[config.mk]
export PLATFORM = sky130hd
export DESIGN_NAME = issue_scheduler_rr
export DESIGN_NICKNAME = d
export VERILOG_FILES = /design/src/rtl/issue_scheduler_rr.sv
export SDC_FILE = /design/constraint.sdc
export NUM_CORES = 1
export LEC_CHECK = 0
export BUFFER_PORTS_ARGS = -buffer_cell sky130_fd_sc_hd__buf_4
export CAP_MARGIN = 30
export CORE_MARGIN = 2
export CORE_UTILIZATION = 55
export CTS_CLUSTER_DIAMETER = 80
export DETAILED_ROUTE_END_ITERATION = 6
export GPL_TIMING_DRIVEN = 0
export PLACE_DENSITY = 0.83
export REMOVE_ABC_BUFFERS = 1
export SLEW_MARGIN = 20
export SYNTH_ARGS = -nofsm -noshare
export SYNTH_HDL_FRONTEND = slang
export SYNTH_SLANG_ARGS = --single-unit
[constraint.sdc]
create_clock -name CLK -period 8.4 [get_ports CLK]
set_input_delay 0.84 -clock CLK [delete_from_list [all_inputs] [get_ports CLK]]
set_output_delay 0.84 -clock CLK [all_outputs]
set_load 0.02 [all_outputs]
[src/rtl/issue_scheduler_rr.sv]
// Round-robin issue selector for a 16-entry reservation station.
// It holds one selected entry until the functional unit accepts it, then loads the next candidate.
module issue_scheduler_rr (
    input  logic        CLK,
    input  logic        RESET,
    input  logic [15:0] ready,
    input  logic        fu_ready,
    input  logic        flush,
    output logic        issue_valid,
    output logic [15:0] issue_grant,
    output logic [4:0]  issue_idx,
    output logic [15:0] entry_clr,
    output logic [3:0]  rr_ptr
);

    typedef enum logic {EMPTY, HOLD} state_t;

    state_t      state;
    logic        handshake;
    logic [3:0]  search_start;
    logic [15:0] search_mask;
    logic [4:0]  pick;

    // Returns the first set bit at or after start (wrapping), or 16 when req is empty.
    function automatic logic [4:0] rr_pick(input logic [15:0] req, input logic [3:0] start);
        logic [4:0] sel;
        logic       found;
        logic [3:0] k;
        sel   = 5'd16;
        found = 1'b0;
        for (int i = 0; i < 16; i++) begin
            k = start + 4'(i);
            if (!found && req[k]) begin
                sel   = {1'b0, k};
                found = 1'b1;
            end
        end
        return sel;
    endfunction

    assign issue_valid = (state == HOLD);
    assign handshake   = issue_valid && fu_ready && !flush && RESET;
    assign entry_clr   = handshake ? issue_grant : 16'h0000;

    // After a handshake the search starts from the freshly advanced pointer.
    always_comb begin
        search_start = rr_ptr;
        search_mask  = 16'h0000;
        if (issue_valid)
            search_mask = issue_grant;
        if (handshake)
            search_start = issue_idx[3:0] + 4'd1;
        pick = rr_pick(ready & ~search_mask, search_start);
    end

    always_ff @(posedge CLK) begin
        if (!RESET) begin
            state       <= EMPTY;
            issue_grant <= 16'h0000;
            issue_idx   <= 5'd16;
            rr_ptr      <= 4'd0;
        end else if (flush) begin
            state       <= EMPTY;
            issue_grant <= 16'h0000;
            issue_idx   <= 5'd16;
        end else begin
            case (state)
                EMPTY: begin
                    if (pick != 5'd16) begin
                        state       <= HOLD;
                        issue_grant <= 16'h0001 << pick[3:0];
                        issue_idx   <= pick;
                    end
                end
                HOLD: begin
                    if (fu_ready) begin
                        rr_ptr <= issue_idx[3:0] + 4'd1;
                        if (pick != 5'd16) begin
                            issue_grant <= 16'h0001 << pick[3:0];
                            issue_idx   <= pick;
                        end else begin
                            state       <= EMPTY;
                            issue_grant <= 16'h0000;
                            issue_idx   <= 5'd16;
                        end
                    end
                end
                default: begin
                    state       <= EMPTY;
                    issue_grant <= 16'h0000;
                    issue_idx   <= 5'd16;
                end
            endcase
        end
    end

endmodule

==> results.sh <==
export IMPL_run_status="finished clean"
export IMPL_met1_usage_grt=0.425
export IMPL_worstSkewPairLatency_ns=0.27
export IMPL_fin_util=0.648
export IMPL_min_period_over_period=0.847
export IMPL_synth_seq_area_share=0.131
export IMPL_initial_utilization=0.578
export IMPL_cts_buffers=3
export IMPL_grtUsageMet3=0.0332
export IMPL_grt_overflow=0
export IMPL_final_weighted_congestion_in_routability_driven_placement=1.01
export IMPL_timing_critical_path_slowest_cell_delay_ns=0.88
export IMPL_final_critical_period_ns=7.11
export IMPL_leakagePower_nw=1.84
export IMPL_final_setup_skew_ns=0.00403
export IMPL_report_final_setup_viol=0
export IMPL_postCtsHoldBufs=0
export IMPL_maximum_frequency_from_static_timing_analysis_mhz=141
export IMPL_async_reset_ff_frac=0
export IMPL_crit_path_max_fanout=22
export IMPL_worstSetupPathType="reg2reg"
export IMPL_setup_slack_ns=1.29
export IMPL_final_nets=562
export IMPL_global_route_peak_usage_layer="met2"
export IMPL_first_iter_violations=586
export IMPL_drt_antenna_violating_nets=0
export IMPL_first_global_vias=3763
export IMPL_max_vdd_ir_drop_uv=89.6
export IMPL_avgViaCountPerCell=6.71
export IMPL_ys_dominant_reg_cell="dfxtp_1"
export IMPL_timing_critical_path_buf_inv=2
export IMPL_timing_final_hold_violations=0
export IMPL_nFillCells=594
export IMPL_netlist_top_cells_area="dfxtp_1 (13%), mux2i_1 (11%), nand2_1 (6.8%)"
export IMPL_crit_path_cell_trace="and4b_1, buf_6, mux2i_4, inv_2, ha_1, nand2_1, xnor2_1, mux2_2, nor3_2, and2_1, a221o_1, a32oi_1, a21oi_1, nor3b_2, a22o_1"
export IMPL_routed_wl_um=12200
export IMPL_core_outline_area_sq_um=6870
export IMPL_ys_types=87
export IMPL_cp_start_kind="register"
export IMPL_cts_repair_resize_count=0
export IMPL_dp_hpwl_um=9340
export IMPL_overall_via_count_from_detail_route=4211
export IMPL_yosysTopAreaCell="dfxtp_1"
export IMPL_drc=0
export IMPL_crit_path_top_delay_cell="dfxtp_1"
export IMPL_post_cts_setup_buffer_count=0
export IMPL_final_layout_size_suffix_gt1_frac=0.239
export IMPL_worstSetupEndpointType="register"
export IMPL_die_height_um=88.9
export IMPL_grt_antenna_before_repair=0
export IMPL_power_density_cell_area_nw_per_um2=98.8
export IMPL_worst_endpoint_arrival_ns=7.33
export IMPL_htreeDepth=1
export IMPL_worstMarginPinSlew_ns=0.922
export IMPL_ys_seq_elements=26
export IMPL_clkTransAtPathRegs_ns=0.08
export IMPL_detailedPlace_worstSlack_ns=1.27
export IMPL_numClockSinks=26
export IMPL_synthesis_area_sq_um=3970
export IMPL_timing_hold_worst_class="reg2reg"
export IMPL_boundaryPins=62
export IMPL_groute_usage_overall=0.304
export IMPL_setup_total_negative_slack_ns=0
export IMPL_cp_data_required_time_ns=8.61
export IMPL_clockRootBuffer="clkbuf_8"
export IMPL_slew_viol_final=0
export IMPL_timing_max_cap_violations=0
export IMPL_port_buffers=61
export IMPL_setup_repair_after_global_routing_missed_its_margin="no"
export IMPL_max_root_sink_buffers=2
export IMPL_cts_tree="built"
export IMPL_fp_rows=30
export IMPL_met2_usage=0.497
export IMPL_worst_path_dominant_cell_family="simple AND/OR/NAND/NOR gates"
export IMPL_avgRoutedWirePerCell_um=19.4
export IMPL_die_w_um=88.9
export IMPL_max_slew_margin_rel=0.372
export IMPL_synth_edff_count=0
export IMPL_antenna_diode_count=0
export IMPL_postSynthAreaPerCell_sq_um=8.08
export IMPL_synthCells=491
export IMPL_drt_pass1_iterations=5
export IMPL_grt_start_max_net_pins=27
export IMPL_layout_area_overhead_vs_synth_pct=12.1
export IMPL_synth_top_cell_area_share=0.131
export IMPL_grt_first_pass_wirelength_um=18900
export IMPL_ys_warns=0
export IMPL_die_area_sq_um=7910
## cell type report
class	instances	area, sq um	share of cell area
Multi-Input combinational cell	428	3240	0.728
Timing Repair Buffer	63	480	0.108
Clock buffer	3	41.3	0.00928
Sequential cell	26	520	0.117
Inverter	12	46.3	0.0104
Tap cell	96	120	0.0270
## through the flow
step,instance area [sq um],total power [mW],instances,hold slack [ns]
global route,4450,0.460,628,0.500
finish,4450,0.440,628,0.483
global placement,4380,0.361,623,0.468
CTS,4440,0.434,627,0.486
detailed placement,4400,0.366,624,0.474
floorplan,3800,0.304,466,0.543
## flip-flops by register name (all words and copies together), names as in the netlist
| register | flops |
|---|---|
| issue_grant | 16 |
| issue_idx | 5 |
| issue_valid | 1 |
| rr_ptr | 4 |
## worst register-to-register path, stage by stage (launching register included)
cell and delay, ns:
dfxtp_1 0.88, and4b_1 0.68, buf_6 0.24, mux2i_4 0.79, inv_2 0.49, ha_1 0.58, nand2_1 0.16, xnor2_1 0.39
mux2_2 0.48, nor3_2 0.53, and2_1 0.37, a221o_1 0.20, a32oi_1 0.09, a21oi_1 0.58, nor3b_2 0.42, a22o_1 0.18
## logic make-up after synthesis
kind of cell,synth area share
compound gates,0.280
xor+xnor,0.0451
fa+ha+maj,0.0252
buf+inv,0.0533
flops,0.131
mux,0.235
simple gates,0.231
## where the power goes
part           switching, mW  total, mW  leakage (nW)  internal (mW)
Sequential           0.00559      0.133         0.211          0.127
Combinational          0.146      0.238          1.60         0.0927
Clock                 0.0363     0.0685        0.0216         0.0321
Total                  0.188      0.440          1.84          0.252
## routing by layer
| metal | routed length, um | share of wire |
|---|---|---|
| met2 | 5620 | 0.46 |
| met3 | 1210 | 0.099 |
| met1 | 4900 | 0.40 |
| met5 | 0 | 0 |
| met4 | 439 | 0.036 |
## synthesized netlist by cell type, types with 3 or more instances
| cell | instances |
|---|---|
| nor3_1 | 4 |
| a2111o_1 | 3 |
| inv_1 | 8 |
| o21ai_0 | 22 |
| a21o_1 | 6 |
| buf_4 | 4 |
| xnor2_2 | 5 |
| a22o_1 | 9 |
| o211ai_1 | 12 |
| and3_1 | 4 |
| clkbuf_1 | 10 |
| nand2b_1 | 4 |
| ha_1 | 8 |
| or3_1 | 5 |
| a21boi_0 | 3 |
| mux2_2 | 16 |
| nand3_1 | 6 |
| mux4_2 | 8 |
| a22oi_1 | 4 |
| a211oi_1 | 3 |
| nor2b_1 | 6 |
| o31ai_1 | 5 |
| a32o_1 | 3 |
| and2_1 | 23 |
| nand2_1 | 72 |
| o22a_1 | 3 |
| xnor2_1 | 6 |
| dfxtp_1 | 26 |
| nor2_1 | 37 |
| a21oi_1 | 24 |
| mux2i_4 | 3 |
| buf_2 | 3 |
| mux2i_1 | 45 |
| buf_6 | 7 |
| o21a_1 | 5 |
| or2_1 | 4 |
| o22ai_1 | 9 |
## worst paths after layout
check	startpoint	slack, ns	endpoint	cells after the start
worst max-delay path	issue_valid	1.29	issue_grant[14]	15
worst min-delay path	issue_grant[0]	0.48	issue_grant[0]	2
worst max register to register	issue_valid	1.29	issue_grant[14]	15
worst min register to register	issue_grant[0]	0.48	issue_grant[0]	2
## cell usage in the layout (no fill, tap or decap), types with 3 or more instances in the layout
| cell | n |
|---|---|
| a2111o_1 | 3 |
| a211oi_1 | 3 |
| a21boi_0 | 3 |
| a21o_1 | 6 |
| a21oi_1 | 23 |
| a21oi_2 | 3 |
| a22o_1 | 9 |
| a22oi_1 | 4 |
| a32o_1 | 3 |
| and2_1 | 23 |
| and3_1 | 4 |
| buf_4 | 61 |
| clkbuf_8 | 3 |
| dfxtp_1 | 26 |
| ha_1 | 8 |
| inv_1 | 8 |
| mux2_2 | 16 |
| mux2i_1 | 45 |
| mux2i_4 | 3 |
| mux4_2 | 8 |
| nand2_1 | 72 |
| nand2b_1 | 4 |
| nand3_1 | 6 |
| nor2_1 | 37 |
| nor2b_1 | 6 |
| nor3_1 | 4 |
| o211ai_1 | 12 |
| o21a_1 | 5 |
| o21ai_0 | 22 |
| o22a_1 | 3 |
| o22ai_1 | 9 |
| o31ai_1 | 5 |
| or2_1 | 4 |
| or3_1 | 5 |
| xnor2_1 | 6 |
| xnor2_2 | 5 |
No activity file was read; power rests on OpenSTA's default activity.
